[config.mk]
export PLATFORM = sky130hd
export DESIGN_NAME = ex_hazard_ctrl
export DESIGN_NICKNAME = d
export VERILOG_FILES = /design/src/rtl/ex_hazard_ctrl_pkg.sv /design/src/rtl/ex_hazard_ctrl_br_cond.sv /design/src/rtl/ex_hazard_ctrl.sv
export SDC_FILE = /design/constraint.sdc
export NUM_CORES = 1
export LEC_CHECK = 0
export CAP_MARGIN = 20
export CORE_ASPECT_RATIO = 1.75
export CORE_UTILIZATION = 40
export DETAILED_ROUTE_END_ITERATION = 6
export GPL_TIMING_DRIVEN = 0
export HOLD_SLACK_MARGIN = 0.12
export MAX_ROUTING_LAYER = met4
export PLACE_DENSITY = 0.91
export SYNTH_ARGS = -nofsm -noshare
export SYNTH_HDL_FRONTEND = slang
export SYNTH_SLANG_ARGS = --single-unit
[constraint.sdc]
create_clock -name clk -period 3.35 [get_ports clk]
set_input_delay 0.5025 -clock clk [delete_from_list [all_inputs] [get_ports clk]]
set_output_delay 0.5025 -clock clk [all_outputs]
set_load 0.02 [all_outputs]
[src/rtl/ex_hazard_ctrl_pkg.sv]
// Shared definitions for the EX-stage hazard controller: opcodes, FSM
// encoding, forward-select codes and small decode helpers.
package ex_hazard_ctrl_pkg;

    localparam logic [3:0] OP_ADD = 4'h0;
    localparam logic [3:0] OP_SUB = 4'h1;
    localparam logic [3:0] OP_XOR = 4'h2;
    localparam logic [3:0] OP_SLL = 4'h4;
    localparam logic [3:0] OP_SRA = 4'h5;
    localparam logic [3:0] OP_ROR = 4'h6;
    localparam logic [3:0] OP_LW  = 4'h8;
    localparam logic [3:0] OP_B   = 4'hC;
    localparam logic [3:0] OP_BR  = 4'hD;
    localparam logic [3:0] OP_HLT = 4'hF;

    localparam logic [1:0] FWD_RF  = 2'b00;
    localparam logic [1:0] FWD_MEM = 2'b01;
    localparam logic [1:0] FWD_WB  = 2'b10;

    typedef enum logic [1:0] {
        ST_RUN   = 2'b00,
        ST_STALL = 2'b01,
        ST_HALT  = 2'b10
    } state_t;

    typedef enum logic [1:0] {
        FW_NONE = 2'b00,
        FW_ALL  = 2'b01,
        FW_Z    = 2'b10
    } flag_wr_t;

    // Which part of {Z,V,N} an EX opcode updates.
    function automatic flag_wr_t flag_write(input logic [3:0] op);
        flag_wr_t fw;
        fw = FW_NONE;
        if (op == OP_ADD || op == OP_SUB)
            fw = FW_ALL;
        else if (op == OP_XOR || op == OP_SLL || op == OP_SRA || op == OP_ROR)
            fw = FW_Z;
        return fw;
    endfunction

    // MEM beats WB; R0 is hardwired so it never forwards.
    function automatic logic [1:0] fwd_sel(input logic [3:0] src,
                                           input logic [3:0] mem_rd,
                                           input logic       mem_we,
                                           input logic [3:0] wb_rd,
                                           input logic       wb_we);
        logic [1:0] sel;
        sel = FWD_RF;
        if (mem_we && mem_rd != 4'd0 && mem_rd == src)
            sel = FWD_MEM;
        else if (wb_we && wb_rd != 4'd0 && wb_rd == src)
            sel = FWD_WB;
        return sel;
    endfunction

endpackage

[src/rtl/ex_hazard_ctrl_br_cond.sv]
// Branch condition evaluator: condition code against the {Z,V,N} flags.
module br_cond
    import ex_hazard_ctrl_pkg::*;
(
    input  logic [2:0] ccc,
    input  logic [2:0] flags,
    output logic       taken
);

    logic z, v, n;

    assign z = flags[2];
    assign v = flags[1];
    assign n = flags[0];

    always_comb begin
        taken = 1'b0;
        case (ccc)
            3'b000: taken = !z;
            3'b001: taken = z;
            3'b010: taken = !z && !n;
            3'b011: taken = n;
            3'b100: taken = z || !n;
            3'b101: taken = n || z;
            3'b110: taken = v;
            3'b111: taken = 1'b1;
            default: taken = 1'b0;
        endcase
    end

endmodule

[src/rtl/ex_hazard_ctrl.sv]
// EX-stage hazard control: operand forwarding, stall sequencing, flag
// register, branch resolution in ID and halt handling.
module ex_hazard_ctrl
    import ex_hazard_ctrl_pkg::*;
(
    input  logic       clk,
    input  logic       rst_n,
    input  logic [3:0] id_opcode,
    input  logic [3:0] id_rs,
    input  logic [3:0] id_rt,
    input  logic [1:0] id_src_en,
    input  logic [2:0] id_ccc,
    input  logic [3:0] ex_opcode,
    input  logic       ex_valid,
    input  logic [3:0] ex_rs,
    input  logic [3:0] ex_rt,
    input  logic [3:0] ex_rd,
    input  logic       ex_regwrite,
    input  logic [2:0] ex_flags,
    input  logic [3:0] mem_rd,
    input  logic       mem_regwrite,
    input  logic       mem_memread,
    input  logic [3:0] wb_rd,
    input  logic       wb_regwrite,
    output logic [1:0] fwd_a,
    output logic [1:0] fwd_b,
    output logic       fwd_br,
    output logic       stall,
    output logic       flush,
    output logic       br_taken,
    output logic [2:0] flags,
    output logic       halted
);

    state_t     state_reg, state_next;
    logic [1:0] stall_cnt_reg, stall_cnt_next;
    logic [2:0] flags_reg;
    logic       cond_true;
    logic       id_is_branch, ex_is_lw;
    logic       load_use, flag_haz, br_ex_haz, br_mem_haz;
    logic [1:0] need;
    logic       stall_int, branch_int;

    assign fwd_a  = fwd_sel(ex_rs, mem_rd, mem_regwrite, wb_rd, wb_regwrite);
    assign fwd_b  = fwd_sel(ex_rt, mem_rd, mem_regwrite, wb_rd, wb_regwrite);
    assign fwd_br = mem_regwrite && !mem_memread && id_rs != 4'd0 && mem_rd == id_rs;

    br_cond u_br_cond (
        .ccc   (id_ccc),
        .flags (flags_reg),
        .taken (cond_true)
    );

    assign id_is_branch = (id_opcode == OP_B) || (id_opcode == OP_BR);
    assign ex_is_lw     = ex_valid && (ex_opcode == OP_LW);

    assign load_use = ex_is_lw && ex_rd != 4'd0 &&
                      ((id_src_en[1] && id_rs == ex_rd) || (id_src_en[0] && id_rt == ex_rd));
    assign flag_haz = id_is_branch && ex_valid && (flag_write(ex_opcode) != FW_NONE);
    // BR reads its target register in ID, so only a MEM ALU result can be forwarded.
    assign br_ex_haz  = (id_opcode == OP_BR) && id_rs != 4'd0 &&
                        ex_valid && ex_regwrite && ex_rd == id_rs;
    assign br_mem_haz = (id_opcode == OP_BR) && id_rs != 4'd0 &&
                        mem_regwrite && mem_memread && mem_rd == id_rs;

    always_comb begin
        need = 2'd0;
        if (load_use || flag_haz || br_ex_haz || br_mem_haz)
            need = 2'd1;
        if (br_ex_haz && ex_is_lw)
            need = 2'd2;
    end

    always_comb begin
        state_next     = state_reg;
        stall_cnt_next = stall_cnt_reg;
        stall_int      = 1'b0;
        branch_int     = 1'b0;
        case (state_reg)
            ST_RUN: begin
                if (need != 2'd0) begin
                    stall_int      = 1'b1;
                    stall_cnt_next = need - 2'd1;
                    if (need != 2'd1)
                        state_next = ST_STALL;
                end else begin
                    branch_int = id_is_branch && cond_true;
                    if (id_opcode == OP_HLT)
                        state_next = ST_HALT;
                end
            end
            ST_STALL: begin
                stall_int      = 1'b1;
                stall_cnt_next = stall_cnt_reg - 2'd1;
                if (stall_cnt_reg <= 2'd1)
                    state_next = ST_RUN;
            end
            ST_HALT: begin
                stall_int = 1'b1;
            end
            default: begin
                state_next = ST_RUN;
            end
        endcase
    end

    always_ff @(posedge clk) begin
        if (!rst_n) begin
            state_reg     <= ST_RUN;
            stall_cnt_reg <= 2'd0;
            flags_reg     <= 3'b000;
        end else begin
            state_reg     <= state_next;
            stall_cnt_reg <= stall_cnt_next;
            if (ex_valid) begin
                case (flag_write(ex_opcode))
                    FW_ALL:  flags_reg    <= ex_flags;
                    FW_Z:    flags_reg[2] <= ex_flags[2];
                    default: flags_reg    <= flags_reg;
                endcase
            end
        end
    end

    assign stall    = rst_n && stall_int;
    assign br_taken = rst_n && branch_int;
    assign flush    = br_taken;
    assign flags    = flags_reg;
    assign halted   = (state_reg == ST_HALT);

endmodule

==> flow_metrics.py <==
metrics = {
    "clock_network": {
        "cts_buffers": 3,
        "hold_buffers": 0,
        "htreeDepth": 1,
        "numClockSinks": 7,
        "insertion_delay_ns": 0.23,
        "clock_path_buffers": 2,
        "cts_tree": "built",
        "path_clk_slew_ns": 0.04,
        "clock-root-buffer": "clkbuf_8",
    },
    "setup_path": {
        "path_depth": 9,
        "path_delay_family": "buffers and inverters",
        "r2r_cells": 7,
        "arrival_ns": 2.80,
        "r2r-end": "state_reg[1]",
        "worst-path-buf-inv": 3,
        "max_stage_delay_ns": 0.60,
        "crit_chain": "clkdlybuf4s50_1 > xnor2_1 > nand4_2 > o31ai_4 > nand2b_4 > nor2_2 > and4_1 > buf_4 > dlygate4sd2_1",
        "r2r_start": "state_reg[1]",
        "cp-end-kind": "output pin",
        "cp_slowest_cell": "clkdlybuf4s50_1",
        "startpoint_type": "primary input",
        "critPathKind": "primary input to output pin",
        "critPathMaxFanout": 4,
        "cp_data_required_time_ns": 2.85,
        "ff2ff_setup_slack_ns": 1.65,
    },
    "global_routing": {
        "grt_max_degree": 11,
        "grt_pass1_vias": 1341,
        "antenna_found_initial": 0,
        "track_usage_pct": 28.8,
        "grt_pass1_wl_mm": 5.32,
        "overflow": 0,
    },
    "sta": {
        "post-route-min-period_ns": 3.30,
        "finClkSkew_ns": 0.00491,
        "maxSlewViolCount": 0,
        "setup_viol": 0,
        "max_freq_mhz": 303,
        "setup_tns_ns": 0,
        "relSlewSlack_pct": 64.6,
        "hold_viol": 0,
        "fin_crit_sh_pct": 98.6,
        "worst_slew_pin_slew_ns": 0.523,
    },
    "final_layout": {
        "fillers": 178,
        "largest_reg_flops": 3,
        "utilization_pct": 75.8,
        "antennaDiodeCount": 0,
        "fin_nets": 252,
        "area_growth_pct": 74.0,
        "drive_gt1_share_pct": 8.72,
    },
    "synthesis": {
        "syn_nets": 182,
        "synth_cells": 126,
        "yosysWarnings": 0,
        "ys_seq_area_share_pct": 13.8,
        "synth-seq-cells": 7,
        "syn_area_mm2": 0.00102,
        "synth_edf_count": 0,
        "synthArstFlopShare_pct": 0,
        "synth_flop_cell": "dfxtp_1",
        "ys_types": 42,
        "postSynthAreaPerCell_um2": 8.06,
    },
    "place": {
        "place.gp.congestion": 0.758,
        "port_buffers": 62,
        "dp_hpwl_mm": 2.83,
    },
    "outcome": {
        "outcome": "finished clean",
    },
    "detailed_routing": {
        "vias": 1307,
        "drtPass1Iterations": 4,
        "finalWirelength_mm": 3.76,
        "detail_route.wl_per_cell_um": 17.1,
        "vias_per_cell": 5.94,
        "drc": 0,
        "ant_nets": 0,
        "drt_iter0_markers": 24,
    },
    "worst_hold_path": {
        "hold-path-endpoint": "stall_cnt_reg[1]",
        "hold_start": "stall_cnt_reg[1]",
        "whs_path_depth": 2,
        "hold_class": "register to register",
    },
    "power_and_ir_drop": {
        "max-vdd-ir-drop_mv": 0.171,
        "leakage_uw": 0.000632,
        "finalPower_uw": 378,
        "powerDensity_mw_per_mm2": 214,
    },
    "floorplan": {
        "ioPinCount": 63,
        "die_y_um": 68.7,
        "start_util_pct": 43.6,
        "dieArea_mm2": 0.00275,
        "core_region_area_mm2": 0.00233,
        "num_rows": 23,
        "fp.dieW_um": 40.1,
    },
    "job": {
        "maxCapViolCount": 0,
    },
}
## stage by stage
stage                     worst slack [ns]  hold slack (ns)  instance area [um^2]  cells
final                               0.0463            0.534                  1770    220
after CTS                           0.0306            0.508                  1740    219
after floorplan                      0.939            0.473                  1020    126
after global routing               -0.0460            0.542                  1770    220
after global placement              -0.222            0.499                  1670    213
after detailed placement            -0.242            0.502                  1670    213
## worst max-delay path by stage
stage | end | from | slack (ns)
after floorplan | flush | id_rs[0] | 0.94
final | flush | id_rs[0] | 0.05
after global placement | flush | id_rs[0] | -0.22
after CTS | stall | id_rs[2] | 0.03
after global routing | flush | id_rs[0] | -0.05
after detailed placement | flush | id_rs[0] | -0.24
## what timing repair did
item / 4_1_cts / 5_1_grt
setup buffers: 2 / 1
setup endpoints to repair: 2 / 2
pin swaps: 2 / 1
gates resized for setup: 4 / 4
## power breakdown
part	internal, uW	total, uW	switching (uW)	leakage [uW]
Clock	82.8	124	41.5	0.0000228
Sequential	85.2	87.3	2.03	0.0000566
Combinational	96.4	167	70.1	0.000552
Total	264	378	114	0.000632
## placed cells by master, fill, tap and decap left out, types with 2 or more instances in the layout
cell type,netlist,routed
clkdlybuf4s50_1,0,59
inv_1,7,7
dfxtp_1,7,7
nand2b_1,2,2
o21ai_0,4,4
xnor2_1,25,25
a21oi_1,3,3
buf_4,1,4
o41ai_1,2,2
nand4b_1,2,2
dlygate4sd2_1,0,2
nand3_1,2,2
clkbuf_1,1,2
nor3_1,5,5
nor2_1,8,7
mux2i_1,3,3
nand4_1,5,5
nand2_1,8,8
nor4_4,1,2
nor3b_1,2,2
o221ai_1,2,2
nor2b_1,4,4
o22ai_1,3,2
ha_1,5,5
nor4_1,3,2
xor2_1,3,3
clkbuf_8,0,3
## layer usage
| layer | share of wire [%] | up-vias | global-route usage (%) |
|---|---|---|---|
| met5 | 0 | - | - |
| met4 | 4.6 | 0 | 16.8 |
| met3 | 5.9 | 17 | 5.45 |
| met2 | 58 | 67 | 57.5 |
| met1 | 32 | 617 | 20.8 |
| li1 | - | 606 | - |
## kinds of logic after synthesis
kind of cell / synth area share, %
AND/OR/NAND/NOR: 31.4
XOR/XNOR: 24.1
AO/OA/AOI/OAI: 16.9
buffers and inverters: 3.69
flip-flops: 13.8
adder cells (fa/ha/maj): 7.14
multiplexers: 2.96
## tightest hold or removal path, stage by stage (launching register included)
cell and delay (ns):
dfxtp_1 0.34, nand2_1 0.07, o22ai_1 0.07
## cell usage after synthesis, types with 2 or more instances
| master | n | area share (%) |
|---|---|---|
| a21oi_1 | 3 | 1.5 |
| ha_1 | 5 | 6.2 |
| nor2_1 | 8 | 3.0 |
| xnor2_1 | 25 | 22 |
| nand4b_1 | 2 | 1.7 |
| inv_1 | 7 | 2.6 |
| nand2_1 | 8 | 3.0 |
| xor2_1 | 3 | 2.6 |
| o221ai_1 | 2 | 1.7 |
| o41ai_1 | 2 | 1.7 |
| o22ai_1 | 3 | 1.8 |
| nand3_1 | 2 | 0.99 |
| nand4_1 | 5 | 3.1 |
| nor3_1 | 5 | 2.5 |
| mux2i_1 | 3 | 3.0 |
| o21ai_0 | 4 | 2.0 |
| dfxtp_1 | 7 | 14 |
| nor3b_1 | 2 | 1.5 |
| nor4_1 | 3 | 1.8 |
| nor2b_1 | 4 | 2.5 |
| nand2b_1 | 2 | 1.2 |
## layout make-up
type                       instances  area, um^2  area share [%]
clock buffer                       4        45.0            2.55
tap                               25        31.3            1.77
sequential                         7         140            7.93
timing repair buffer              65         643            36.4
multi-input combinational        110         871            49.3
inverter                           7        26.3            1.49
buffer                             2        11.3           0.637
Power figures use the tool's default switching activity.
